**src/rtl/instr_fetch_stage_if.sv**
```systemverilog
// -----------------------------------------------------------------------------
// instr_fetch_stage_if
//   Bundles the instruction-memory port and the IF/ID register outputs of the
//   fetch stage into a single connection.
//
//   Memory handshake (busywait protocol):
//     A request is open in every cycle where IMEM_READ=1. It completes at the
//     rising edge where IMEM_BUSYWAIT=0, and IMEM_RDATA is valid in that cycle.
//     While IMEM_BUSYWAIT=1 the requester keeps IMEM_READ and IMEM_ADDR stable.
//
//   Signals:
//     IMEM_READ      fetch stage -> memory   read request
//     IMEM_ADDR      fetch stage -> memory   word-aligned fetch address
//     IMEM_RDATA     memory -> fetch stage   instruction word
//     IMEM_BUSYWAIT  memory -> fetch stage   access not finished yet
//     IFID_PC        fetch stage -> decode   PC of the instruction in IF/ID
//     IFID_INSTR     fetch stage -> decode   instruction (NOP when not valid)
//     IFID_VALID     fetch stage -> decode   IF/ID holds a real instruction
//
//   Modports:
//     master  the fetch stage
//     slave   memory / decode side
// -----------------------------------------------------------------------------
interface instr_fetch_stage_if;
    logic        IMEM_READ;
    logic [31:0] IMEM_ADDR;
    logic [31:0] IMEM_RDATA;
    logic        IMEM_BUSYWAIT;
    logic [31:0] IFID_PC;
    logic [31:0] IFID_INSTR;
    logic        IFID_VALID;

    modport master (
        output IMEM_READ,
        output IMEM_ADDR,
        input  IMEM_RDATA,
        input  IMEM_BUSYWAIT,
        output IFID_PC,
        output IFID_INSTR,
        output IFID_VALID
    );

    modport slave (
        input  IMEM_READ,
        input  IMEM_ADDR,
        output IMEM_RDATA,
        output IMEM_BUSYWAIT,
        input  IFID_PC,
        input  IFID_INSTR,
        input  IFID_VALID
    );
endinterface

```
**src/rtl/instr_fetch_stage.sv**
```systemverilog
// -----------------------------------------------------------------------------
// instr_fetch_stage
//   Instruction-fetch stage plus the IF/ID pipeline register. Owns the PC,
//   talks to instruction memory with the busywait protocol, holds one fetched
//   instruction aside when the hazard unit stalls, and redirects on taken
//   branches (squashing younger instructions).
//
//   Parameters:
//     RESET_PC   PC loaded on reset
//     NOP_INSTR  instruction shown on IFID_INSTR when the slot is a bubble
//
//   Ports:
//     CLK            rising-edge clock
//     RESET          synchronous, active-low reset
//     STALL          hazard unit asks IF/ID to hold its contents
//     BRANCH_TAKEN   redirect from EX
//     BRANCH_TARGET  redirect address (bits [1:0] ignored)
//     bus            memory port + IF/ID outputs (master modport)
//     DBG_STATE      current FSM state (IDLE=0, FETCH=1, HOLD=2, DRAIN=3)
// -----------------------------------------------------------------------------
module instr_fetch_stage #(
    parameter logic [31:0] RESET_PC  = 32'h0000_0000,
    parameter logic [31:0] NOP_INSTR = 32'h0000_0013
) (
    input  logic                       CLK,
    input  logic                       RESET,
    input  logic                       STALL,
    input  logic                       BRANCH_TAKEN,
    input  logic [31:0]                BRANCH_TARGET,
    instr_fetch_stage_if.master        bus,
    output logic [1:0]                 DBG_STATE
);

    typedef enum logic [1:0] {
        S_IDLE  = 2'd0,
        S_FETCH = 2'd1,
        S_HOLD  = 2'd2,
        S_DRAIN = 2'd3
    } state_e;

    state_e      state, state_n;
    logic [31:0] pc, pc_n;
    logic [31:0] ifid_pc, ifid_pc_n;
    logic [31:0] ifid_instr, ifid_instr_n;
    logic        ifid_valid, ifid_valid_n;
    logic [31:0] hold_pc, hold_pc_n;
    logic [31:0] hold_instr, hold_instr_n;
    logic [31:0] drain_target, drain_target_n;

    logic [31:0] branch_pc;
    logic [31:0] pc_plus4;
    logic [31:0] drain_dest;
    logic        access_done;

    assign branch_pc   = {BRANCH_TARGET[31:2], 2'b00};
    assign pc_plus4    = pc + 32'd4;
    assign access_done = !bus.IMEM_BUSYWAIT;
    // A redirect arriving while draining replaces the saved target.
    assign drain_dest  = BRANCH_TAKEN ? branch_pc : drain_target;

    // -------------------------------------------------------------------------
    // Next-state and next-register logic
    // -------------------------------------------------------------------------
    always_comb begin
        state_n        = state;
        pc_n           = pc;
        ifid_pc_n      = ifid_pc;
        ifid_instr_n   = ifid_instr;
        ifid_valid_n   = ifid_valid;
        hold_pc_n      = hold_pc;
        hold_instr_n   = hold_instr;
        drain_target_n = drain_target;

        case (state)
            S_IDLE: begin
                state_n = S_FETCH;
                if (BRANCH_TAKEN) begin
                    pc_n         = branch_pc;
                    ifid_pc_n    = 32'd0;
                    ifid_instr_n = NOP_INSTR;
                    ifid_valid_n = 1'b0;
                end
            end

            S_FETCH: begin
                if (BRANCH_TAKEN) begin
                    // Redirect wins over stall and over a completing access.
                    ifid_pc_n    = 32'd0;
                    ifid_instr_n = NOP_INSTR;
                    ifid_valid_n = 1'b0;
                    hold_pc_n    = 32'd0;
                    hold_instr_n = 32'd0;
                    if (!access_done) begin
                        // Memory still owns the old address; finish it first.
                        drain_target_n = branch_pc;
                        state_n        = S_DRAIN;
                    end else begin
                        pc_n = branch_pc;
                    end
                end else if (access_done) begin
                    pc_n = pc_plus4;
                    if (!STALL) begin
                        ifid_pc_n    = pc;
                        ifid_instr_n = bus.IMEM_RDATA;
                        ifid_valid_n = 1'b1;
                    end else begin
                        // Decode cannot take it yet: park it aside.
                        hold_pc_n    = pc;
                        hold_instr_n = bus.IMEM_RDATA;
                        state_n      = S_HOLD;
                    end
                end else if (!STALL) begin
                    ifid_pc_n    = 32'd0;
                    ifid_instr_n = NOP_INSTR;
                    ifid_valid_n = 1'b0;
                end
            end

            S_HOLD: begin
                if (BRANCH_TAKEN) begin
                    ifid_pc_n    = 32'd0;
                    ifid_instr_n = NOP_INSTR;
                    ifid_valid_n = 1'b0;
                    hold_pc_n    = 32'd0;
                    hold_instr_n = 32'd0;
                    pc_n         = branch_pc;
                    state_n      = S_FETCH;
                end else if (!STALL) begin
                    ifid_pc_n    = hold_pc;
                    ifid_instr_n = hold_instr;
                    ifid_valid_n = 1'b1;
                    hold_pc_n    = 32'd0;
                    hold_instr_n = 32'd0;
                    state_n      = S_FETCH;
                end
            end

            S_DRAIN: begin
                // IF/ID already carries a bubble from the redirect; any new
                // redirect keeps it that way.
                if (BRANCH_TAKEN) begin
                    ifid_pc_n    = 32'd0;
                    ifid_instr_n = NOP_INSTR;
                    ifid_valid_n = 1'b0;
                end
                if (access_done) begin
                    // Returned data belongs to the squashed path: drop it.
                    pc_n    = drain_dest;
                    state_n = S_FETCH;
                end else begin
                    drain_target_n = drain_dest;
                end
            end

            default: begin
                state_n = S_IDLE;
            end
        endcase
    end

    // -------------------------------------------------------------------------
    // State registers
    // -------------------------------------------------------------------------
    always_ff @(posedge CLK) begin
        if (!RESET) begin
            state        <= S_IDLE;
            pc           <= RESET_PC;
            ifid_pc      <= 32'd0;
            ifid_instr   <= NOP_INSTR;
            ifid_valid   <= 1'b0;
            hold_pc      <= 32'd0;
            hold_instr   <= 32'd0;
            drain_target <= 32'd0;
        end else begin
            state        <= state_n;
            pc           <= pc_n;
            ifid_pc      <= ifid_pc_n;
            ifid_instr   <= ifid_instr_n;
            ifid_valid   <= ifid_valid_n;
            hold_pc      <= hold_pc_n;
            hold_instr   <= hold_instr_n;
            drain_target <= drain_target_n;
        end
    end

    // -------------------------------------------------------------------------
    // Outputs: memory request decodes from state; during DRAIN the PC has not
    // moved yet, so IMEM_ADDR stays on the outstanding address.
    // -------------------------------------------------------------------------
    assign bus.IMEM_READ  = (state == S_FETCH) || (state == S_DRAIN);
    assign bus.IMEM_ADDR  = pc;
    assign bus.IFID_PC    = ifid_pc;
    assign bus.IFID_INSTR = ifid_instr;
    assign bus.IFID_VALID = ifid_valid;
    assign DBG_STATE      = state;

endmodule

```
**src/flat_wrapper.sv**
```systemverilog
// flat-port wrapper written by rule: the top's interface ports become plain ports
module instr_fetch_stage_flat 
#(
    parameter logic [31:0] RESET_PC  = 32'h0000_0000,
    parameter logic [31:0] NOP_INSTR = 32'h0000_0013
)
  (CLK, RESET, STALL, BRANCH_TAKEN, BRANCH_TARGET, DBG_STATE, bus_IMEM_READ, bus_IMEM_ADDR, bus_IMEM_RDATA, bus_IMEM_BUSYWAIT, bus_IFID_PC, bus_IFID_INSTR, bus_IFID_VALID);
  instr_fetch_stage_if bus_i ();
  input  logic CLK;
  input  logic RESET;
  input  logic STALL;
  input  logic BRANCH_TAKEN;
  input  logic [31:0] BRANCH_TARGET;
  output logic [1:0] DBG_STATE;
  output wire logic [$bits(bus_i.IMEM_READ)-1:0] bus_IMEM_READ;
  output wire logic [$bits(bus_i.IMEM_ADDR)-1:0] bus_IMEM_ADDR;
  input wire logic [$bits(bus_i.IMEM_RDATA)-1:0] bus_IMEM_RDATA;
  input wire logic [$bits(bus_i.IMEM_BUSYWAIT)-1:0] bus_IMEM_BUSYWAIT;
  output wire logic [$bits(bus_i.IFID_PC)-1:0] bus_IFID_PC;
  output wire logic [$bits(bus_i.IFID_INSTR)-1:0] bus_IFID_INSTR;
  output wire logic [$bits(bus_i.IFID_VALID)-1:0] bus_IFID_VALID;
  assign bus_IMEM_READ = bus_i.IMEM_READ;
  assign bus_IMEM_ADDR = bus_i.IMEM_ADDR;
  assign bus_i.IMEM_RDATA = bus_IMEM_RDATA;
  assign bus_i.IMEM_BUSYWAIT = bus_IMEM_BUSYWAIT;
  assign bus_IFID_PC = bus_i.IFID_PC;
  assign bus_IFID_INSTR = bus_i.IFID_INSTR;
  assign bus_IFID_VALID = bus_i.IFID_VALID;
  instr_fetch_stage #(.RESET_PC(RESET_PC), .NOP_INSTR(NOP_INSTR)) u_core (.CLK(CLK), .RESET(RESET), .STALL(STALL), .BRANCH_TAKEN(BRANCH_TAKEN), .BRANCH_TARGET(BRANCH_TARGET), .bus(bus_i), .DBG_STATE(DBG_STATE));
endmodule
```
**config.mk**
```make
export PLATFORM = sky130hd
export DESIGN_NAME = instr_fetch_stage_flat
export DESIGN_NICKNAME = d
export VERILOG_FILES = /design/src/rtl/instr_fetch_stage_if.sv /design/src/rtl/instr_fetch_stage.sv /design/src/flat_wrapper.sv
export SDC_FILE = /design/constraint.sdc
export NUM_CORES = 1
export LEC_CHECK = 0
export ABC_AREA = 1
export BUFFER_PORTS_ARGS = -buffer_cell sky130_fd_sc_hd__buf_2
export CAP_MARGIN = 20
export CORE_MARGIN = 4
export CORE_UTILIZATION = 55
export CTS_CLUSTER_SIZE = 25
export DETAILED_ROUTE_END_ITERATION = 7
export PLACE_DENSITY = 0.8
export RECOVER_POWER = 100
export SKIP_LAST_GASP = 1
export SLEW_MARGIN = 20
export SYNTH_ARGS = -nofsm -noshare
export SYNTH_HDL_FRONTEND = slang
export SYNTH_SLANG_ARGS = --single-unit
```
**constraint.sdc**
```tcl
create_clock -name CLK -period 5.43 [get_ports CLK]
set_clock_uncertainty 0.2 [all_clocks]
set_input_delay 1.086 -clock CLK [delete_from_list [all_inputs] [get_ports CLK]]
set_output_delay 1.086 -clock CLK [all_outputs]
set_load 0.01 [all_outputs]
```
# [Word-level counts from Yosys, hierarchy flattened]
# Cells that the tools add are included.
[word_totals] reg_bits=195 out_inout_bits=100
[classes] addsub=1 n_eq_ne=16 muxes=51 n_reduce_logical=12
[op_table] cell="32-bit 2-to-1 mux" n=30
[op_table] cell="32-bit case mux with 3 select lines" n=3
[op_table] cell="32-bit case mux with 2 select lines" n=3
[op_table] cell="32-bit by 3-bit adder with 32-bit output (second input constant)" n=1
[op_table] cell="3-bit != test (second input constant)" n=5
[op_table] cell="2-bit 2-to-1 mux" n=7
[op_table] cell="2-bit != test (second input constant)" n=5
[op_table] cell="2-bit case mux with 4 select lines" n=1
[op_table] cell="4-bit AND reduction" n=2
[op_table] cell="1-bit 2-to-1 mux" n=6
[op_table] cell="3-bit AND reduction" n=2
[op_table] cell="5-bit AND reduction" n=1
[op_table] cell="2-bit equality test (second input constant)" n=2
[op_table] cell="2-bit by 1-bit != test with 1-bit output (second input constant)" n=2
[op_table] cell="4-bit != test (second input constant)" n=1
[op_table] cell="2-bit nonzero test" n=2
[op_table] cell="2-bit OR reduction" n=2
[op_table] cell="1-bit case mux with 3 select lines" n=1
[op_table] cell="2-bit by 1-bit equality test with 1-bit output (second input constant)" n=1
[op_table] cell="2-bit zero test" n=1
[op_table] cell="2-bit AND reduction" n=1
[op_table] cell="1-bit logical OR" n=1

# [Logic depth before layout (Yosys ltp)]
# Gate-level depths: netlist of run 1.
[depth] ltp_word=4 ltp_mapped=12 depth_no_buf=11

# [Worst setup path after synthesis of run 1]
# Ideal clock, no wire load.
[synth_path] path_type="input to register" startpoint="input port BRANCH_TAKEN" endpoint="register u_core.hold_instr[15]" setup_time_ps=122 arrival_ps=2196 t_required_ps=5108 path_slack_ps=2912 cell_stages=12 n_path_buf=3 cell_sequence="buf_4 -> inv_4 -> nand2_4 -> inv_2 -> nand2_4 -> o21a_1 -> nand2_2 -> inv_2 -> buf_6 -> buf_4 -> o21ai_1 -> a21oi_1"
[synth_via] elab_chain_cells=2
[synth_rtl] item="start: declaration" line_no="flat_wrapper.sv:12" text="input logic BRANCH_TAKEN;"
[synth_rtl] item="3-bit != test (no source line) (tied with other cells)"
[synth_rtl] item="4-bit AND reduction (no source line) / 32-bit case mux with 2 select lines (equally long branches)"
[synth_rtl] item="end signal: assignment" line_no="instr_fetch_stage.sv:181" text="hold_instr <= hold_instr_n;"
[synth_rtl] item="end: declaration" line_no="instr_fetch_stage.sv:47" text="logic [31:0] hold_instr, hold_instr_n;"
# Several ways; a longest one is shown, not always the timed one.
# A chain may end at the register's enable or synchronous reset.

# [Worst setup path after layout of run 1]
[layout_path] startpoint="register u_core.state[1], in the netlist u_core.DBG_STATE[1]" endpoint="register u_core.ifid_instr[11], in the netlist u_core.bus.IFID_INSTR[11]"
[layout_via] elab_chain_cells=4
[layout_rtl] item="start: declaration" line_no="instr_fetch_stage.sv:41" text="state_e state, state_n;"
[layout_rtl] item="start signal: assignment" line_no="instr_fetch_stage.sv:175" text="state <= state_n;"
[layout_rtl] item="2-bit equality test / 2-bit zero test (equally long branches)" line_no="instr_fetch_stage.sv:74" text="case (state)"
[layout_rtl] item="2-bit OR reduction (no source line)"
[layout_rtl] item="2-bit by 1-bit != test with 1-bit output (no source line)"
[layout_rtl] item="3-bit AND reduction (no source line)"
[layout_rtl] item="end signal: assignment" line_no="instr_fetch_stage.sv:178" text="ifid_instr <= ifid_instr_n;"
[layout_rtl] item="end: declaration" line_no="instr_fetch_stage.sv:44" text="logic [31:0] ifid_instr, ifid_instr_n;"
# Several ways; a longest one is shown, not always the timed one.

==> reports/summary.txt, run 1 <==
Util after Layout -> 0.631
placement row count -> 48
total global-route track usage -> 0.289
filler-free cell count of the finished design -> 1757
Clk Tree Root Cell -> sky130_fd_sc_hd__clkbuf_16
effective utilization at floorplan -> 0.564
sequential cell area fraction in the yosys report -> 0.399
EDFF count, synth -> 0
launching element type of the critical path -> flip-flop
Area contributors post-synth -> sky130_fd_sc_hd__dfxtp_1 40%, sky130_fd_sc_hd__a21oi_1 13%, sky130_fd_sc_hd__nand2_1 9.7%
maximum clock rate -> 213 MHz
antenna cell count -> 0
dominant combinational cell family by area after synthesis -> compound AO/OA/AOI/OAI gates
clock slew at reported path FFs -> 0.07 ns
total of hold buffers inserted after clock tree synthesis -> 0
setup repair after global routing missed its margin -> no
I/O Buffers -> 166
netlist area before placement -> 9800 µm²
number of DRC violations after detailed-routing iteration 0 -> 1320
Routability Congestion -> 0.926
relative slew slack -> -1.17
maximum number of pins on one net before global-route repair -> 103
outcome -> complete, but fails checks
leading post-synthesis cells by instance count -> 252 x sky130_fd_sc_hd__a21oi_1, 252 x sky130_fd_sc_hd__nand2_1, 195 x sky130_fd_sc_hd__dfxtp_1, 181 x sky130_fd_sc_hd__nand3_1, 157 x sky130_fd_sc_hd__o21ai_0
Final Hold Vio Count -> 0
number of global-route vias before repair -> 9316
part of the cycle the worst path needs -> 0.863
per-cell routed wire length -> 17.0 µm
fraction of the mapped netlist area in compound gates -> 0.278
minimum clock period -> 4.69 ns
Async S/R FF share, synth -> 0
share of synthesized cell area in and, or, nand and nor gates -> 0.241
number of antenna-violating nets in the routed design -> 0
arrival time worst endpoint -> 4.83 ns
max-cap check violation count -> 1
footprint of the multi-input gates -> 5140 µm²
worst IR drop on VDD -> 258 µV
Clk Latency, worst-skew pair -> 0.44 ns
I/O pin total -> 169
largest area contributor in the synthesized netlist -> sky130_fd_sc_hd__dfxtp_1
HPWL reported at the end of detailed placement -> 18600 µm
Yosys warning total -> 0
Final TNS setup -> 0 ns
Mapped Nets -> 1520
post-layout net count -> 1593
Die Span Y -> 141 µm
mux cell area share after synthesis -> 0
register cell area after layout -> 3900 µm²
# setup viols final -> 0
Post-Route WL -> 29800 µm
instance count of the mapped netlist -> 1446
Data required, critical path -> 5.58 ns
core area -> 17400 µm²
number of distinct library cells after synthesis -> 32
grt ovf -> 0
CP endpoint kind -> flip-flop
violated checks -> max-capacitance violations, max-slew violations
wire length of the first global-routing pass -> 47900 µm
Power Dens Cells -> 410 nW/µm²
clock tree buffer depth -> 2
Main synth FF type -> sky130_fd_sc_hd__dfxtp_1
Vias per Instance -> 6.02
largest fanout of any net on the critical path -> 45
average footprint of a synthesized cell -> 6.77 µm²
total die area -> 20000 µm²
Post CTS Setup Buffer Count -> 0
number of synthesized register bits -> 195
cell leakage power -> 4.01 nW
H-tree depth reported by CTS -> 4
initial antenna violation count -> 1
Synth Area in Adders -> 0.00639
Slew Limit Fails -> 46
clock tree from TritonCTS -> done
ratio of cells with drive above 1 in the final layout -> 0.0803
critical path type -> reg2reg
# placed instances -> 1723
fill cell count -> 1675
number of iterations in the first detailed-routing pass -> 6
remaining routing DRC violations -> 0
die width -> 141 µm
total clock buffers created by CTS -> 17
CTS sink count -> 195
worst hold path type -> reg2reg
Resize count post-CTS -> 0
total number of vias -> 10.6k
Worst Hold Slack -> 0.265 ns
portion of synthesized cell area occupied by the leading cell type -> 0.399
area growth from synthesis to layout -> 11.8%
area share of xor/xnor cells in the synthesized design -> 0
transition at the pin with the smallest max-transition slack -> 3.25 ns
layout by cell type (no fill, tap or decap), types with 44 or more instances in the layout:
| cell type | Yosys | routed |
|---|---|---|
| sky130_fd_sc_hd__clkbuf_1 | 77 | 102 |
| sky130_fd_sc_hd__inv_1 | 43 | 44 |
| sky130_fd_sc_hd__nand3_1 | 181 | 181 |
| sky130_fd_sc_hd__buf_2 | 34 | 65 |
| sky130_fd_sc_hd__a31oi_1 | 51 | 51 |
| sky130_fd_sc_hd__nor2_1 | 100 | 102 |
| sky130_fd_sc_hd__dfxtp_1 | 195 | 195 |
| sky130_fd_sc_hd__o21ai_0 | 157 | 186 |
| sky130_fd_sc_hd__a21oi_1 | 252 | 252 |
| sky130_fd_sc_hd__nand2_1 | 252 | 253 |
flip-flops by register name, indices dropped and copies added (netlist names):
register	flops
u_core.bus.IFID_INSTR	32
u_core.bus.IFID_PC	32
u_core.bus.IMEM_ADDR	32
u_core.drain_target	32
u_core.hold_instr	32
u_core.hold_pc	32
u_core.DBG_STATE	2
u_core.bus.IFID_VALID	1
worst max-delay path, stage by stage, from the launching register on:
cell and delay (ns):
sky130_fd_sc_hd__dfxtp_1 0.37, sky130_fd_sc_hd__inv_1 0.13, sky130_fd_sc_hd__ha_1 0.19, sky130_fd_sc_hd__inv_2 0.30, sky130_fd_sc_hd__nor2_1 2.49, sky130_fd_sc_hd__buf_4 0.57
sky130_fd_sc_hd__nand3_1 0.10, sky130_fd_sc_hd__a31oi_1 0.21
metrics by stage:
stage                     instance area (µm²)  setup slack [ns]  power [W]
after floorplan                          9800              2.91    0.00285
after global placement                  10500              1.27    0.00325
after detailed placement                10500              1.18    0.00328
after CTS                               11000              1.29    0.00450
after global routing                    10900             0.490    0.00476
final                                   10900             0.744    0.00449
final timing paths:
kind | from | to | slack (ns) | cells after the start
worst max-delay path | u_core.DBG_STATE[1] | u_core.bus.IFID_INSTR[11] | 0.74 | 7
worst min-delay path | u_core.hold_instr[0] | u_core.hold_instr[0] | 0.26 | 2
worst max register to register | u_core.DBG_STATE[1] | u_core.bus.IFID_INSTR[11] | 0.74 | 7
worst min register to register | u_core.hold_instr[0] | u_core.hold_instr[0] | 0.26 | 2
cell type report:
type | count | share of cell area
Clock buffer | 20 | 0.0408
Tap cell | 225 | 0.0257
Multi-Input combinational cell | 1073 | 0.470
Clock inverter | 12 | 0.0109
Inverter | 53 | 0.0187
Sequential cell | 195 | 0.357
Timing Repair Buffer | 179 | 0.0777
cell families after synthesis:
kind of cell    after synthesis
compound gates              514
fa+ha+maj                     5
buf+inv                     178
flops                       195
simple gates                554
where the power goes:
part | switching, W | internal [W] | leakage (nW)
combinational | 0.000901 | 0.000412 | 2.13
clock | 0.000582 | 0.000655 | 0.274
sequential | 0.000218 | 0.00172 | 1.61
routing by layer:
layer / track usage / share of wire / up-vias
met2: 0.453 / 0.46 / 486
met1: 0.404 / 0.43 / 4862
li1: - / - / 5162
met3: 0.0499 / 0.087 / 64
met4: 0.101 / 0.027 / 2
met5: 0 / 0.00040 / -
(Power assumes the default switching activity.)
==> run 2: changes to the inputs <==
==> constraint.sdc (replaced) <==
create_clock -name CLK -period 5.43 [get_ports CLK]
set_clock_uncertainty 0.2 [all_clocks]
set_input_delay 0.2715 -clock CLK [delete_from_list [all_inputs] [get_ports CLK]]
set_output_delay 0.2715 -clock CLK [all_outputs]
set_load 0.01 [all_outputs]
==> reports/summary.txt, run 2 (synthesis results as in run 1) <==
Routability Congestion -> 0.946 (was 0.926)
H-tree depth reported by CTS -> 4 (unchanged)
worst IR drop on VDD -> 255 µV (was 258 µV)
logic gate share of total power -> 0.295 (was 0.293)
cell leakage power -> 4.26 nW (was 4.01 nW)
effective utilization at floorplan -> 0.564 (unchanged)
number of antenna-violating nets in the routed design -> 0 (unchanged)
total global-route track usage -> 0.300 (was 0.289)
Post-Route WL -> 31000 µm (was 29800 µm)
reg2reg path depth -> 7 (unchanged)
Power Internal -> 0.00281 W (was 0.00279 W)
Final Hold Vio Count -> 0 (unchanged)
area growth from synthesis to layout -> 17.6% (was 11.8%)
grt ovf -> 0 (unchanged)
wire length of the first global-routing pass -> 49500 µm (was 47900 µm)
total die area -> 20000 µm² (unchanged)
maximum number of pins on one net before global-route repair -> 101 (was 103)
I/O Buffers -> 166 (unchanged)
total clock buffers created by CTS -> 17 (unchanged)
power consumption -> 0.00453 W (was 0.00449 W)
minimum clock period -> 4.35 ns (was 4.69 ns)
CTS sink count -> 195 (unchanged)
Clk Latency, worst-skew pair -> 0.44 ns (about the same)
number of cells traversed by the worst hold path -> 3 (was 2)
Clk Tree Root Cell -> sky130_fd_sc_hd__clkbuf_16 (unchanged)
Data required, critical path -> 5.57 ns (was 5.58 ns)
launching element type of the critical path -> flip-flop (unchanged)
most used cells in the layout excluding fill and tap cells -> 252 x sky130_fd_sc_hd__nand2_1, 252 x sky130_fd_sc_hd__a21oi_1, 195 x sky130_fd_sc_hd__dfxtp_1 (was 253 x sky130_fd_sc_hd__nand2_1, 252 x sky130_fd_sc_hd__a21oi_1, 195 x sky130_fd_sc_hd__dfxtp_1)
relative slew slack -> -0.819 (was -1.17)
post-layout net count -> 1653 (was 1593)
clock slew at reported path FFs -> 0.07 ns (about the same)
share of power burned in registers -> 0.429 (was 0.432)
I/O pin total -> 169 (unchanged)
max-cap check violation count -> 3 (was 1)
largest fanout of any net on the critical path -> 39 (was 45)
Slew Limit Fails -> 142 (was 46)
violated checks -> max-capacitance violations, max-slew violations (unchanged)
antenna cell count -> 0 (unchanged)
HPWL reported at the end of detailed placement -> 18500 µm (was 18600 µm)
number of DRC violations after detailed-routing iteration 0 -> 1527 (was 1320)
per-cell routed wire length -> 17.1 µm (was 17.0 µm)
CP Cell Sequence -> inv_1 -> ha_1 -> inv_2 -> nor2_1 -> buf_4 -> nand3_1 -> a31oi_1 (unchanged)
transition at the pin with the smallest max-transition slack -> 2.72 ns (was 3.25 ns)
worst-case register-to-register setup slack -> 1.08 ns (was 0.74 ns)
ratio of cells with drive above 1 in the final layout -> 0.0786 (was 0.0803)
number of global-route vias before repair -> 9490 (was 9316)
Final TNS setup -> 0 ns (unchanged)
worst hold path type -> in2reg (was reg2reg)
master of the slowest instance on the critical path -> sky130_fd_sc_hd__nor2_1 (unchanged)
end of the worst register-to-register path -> u_core.bus.IFID_INSTR[13] (was u_core.bus.IFID_INSTR[11])
Power Dens Cells -> 393 nW/µm² (was 410 nW/µm²)
register cell area after layout -> 3900 µm² (unchanged)
number of iterations in the first detailed-routing pass -> 5 (was 6)
Sw Pwr -> 0.00172 W (was 0.00170 W)
placement row count -> 48 (unchanged)
part of the cycle the worst path needs -> 0.802 (was 0.863)
Worst Hold Endpoint -> u_core.drain_target[27] (was u_core.hold_instr[0])
die width -> 141 µm (unchanged)
initial antenna violation count -> 1 (unchanged)
Die Span Y -> 141 µm (unchanged)
beginning of the worst hold path -> BRANCH_TARGET[27] (was u_core.hold_instr[0])
# setup viols final -> 0 (unchanged)
clock tree buffer depth -> 2 (unchanged)
critical path type -> reg2reg (unchanged)
core area -> 17400 µm² (unchanged)
delay of the slowest cell on the worst path -> 2.12 ns (was 2.49 ns)
remaining routing DRC violations -> 0 (unchanged)
fill cell count -> 1631 (was 1675)
arrival time worst endpoint -> 4.50 ns (was 4.83 ns)
FF-to-FF Start -> u_core.DBG_STATE[1] (unchanged)
maximum clock rate -> 230 MHz (was 213 MHz)
Resize count post-CTS -> 0 (unchanged)
total number of vias -> 10.9k (was 10.6k)
Clock power frac -> 0.276 (about the same)
clock tree from TritonCTS -> done (unchanged)
footprint of the multi-input gates -> 5140 µm² (about the same)
CP endpoint kind -> flip-flop (unchanged)
setup repair after global routing missed its margin -> no (unchanged)
Vias per Instance -> 6.01 (was 6.02)
switching share of total power -> 0.379 (about the same)
outcome -> complete, but fails checks (unchanged)
[run 2: final cells by class]
type | count | share of cell area
Sequential cell | 195 | 0.339
Timing Repair Buffer | 239 | 0.122
Inverter | 53 | 0.0178
Clock buffer | 19 | 0.0393
Clock inverter | 12 | 0.0106
Tap cell | 225 | 0.0244
Multi-Input combinational cell | 1073 | 0.447
[run 2: worst max path at each step]
stage / startpoint / cells after the start / end
3_3_place_gp: u_core.DBG_STATE[0] / 9 / u_core.drain_target[31]
4_1_cts: u_core.DBG_STATE[0] / 9 / u_core.drain_target[31]
3_5_place_dp: u_core.DBG_STATE[0] / 9 / u_core.drain_target[31]
6_report: u_core.DBG_STATE[1] / 7 / u_core.bus.IFID_INSTR[13]
2_1_floorplan: u_core.DBG_STATE[1] / 10 / u_core.drain_target[12]
5_1_grt: u_core.DBG_STATE[1] / 7 / u_core.bus.IFID_INSTR[13]
[run 2: power groups by stage]
stage	sequential, W	clock (W)	combinational [W]
global placement	0.00195	0	0.00130
detailed placement	0.00196	0	0.00132
CTS	0.00193	0.00126	0.00136
global route	0.00197	0.00131	0.00149
floorplan	0.00197	0	0.000884
finish	0.00194	0.00125	0.00134
[run 2: repair_timing]
item,CTS,global route
hold buffers,60,0
endpoints found under the hold margin,92,0
setup buffers,0,0
[run 2: metal layers]
layer | global-route usage | wire length, µm | part of all wire | vias up
met5 | 0 | 20 | 0.00064 | -
met4 | 0.0798 | 654 | 0.021 | 2
met3 | 0.0448 | 2940 | 0.095 | 72
met2 | 0.486 | 14300 | 0.46 | 606
met1 | 0.421 | 13100 | 0.42 | 4943
li1 | - | - | - | 5289
[run 2: worst max-delay path, delay by kind of cell, from the launching register on]
kind	cells	cell delay [ns]
AOI/OAI and AO/OA	1	0.24
adders and majority gates	1	0.19
buffers and inverters	3	1.01
DFF	1	0.34
and+or+nand+nor	2	2.28
[run 2: per-stage QoR]
step	cell area (µm²)	hold WS (ns)	utilization	setup slack (ns)	cells
final	11500	0.0234	0.663	1.08	1816
after detailed placement	10500	0.253	0.604	1.71	1725
after floorplan	9800	0.214	-	3.38	1446
after global placement	10500	0.246	0.604	1.85	1725
after global routing	11500	0.0345	0.663	0.807	1816
after CTS	11700	0.00708	0.671	1.67	1816
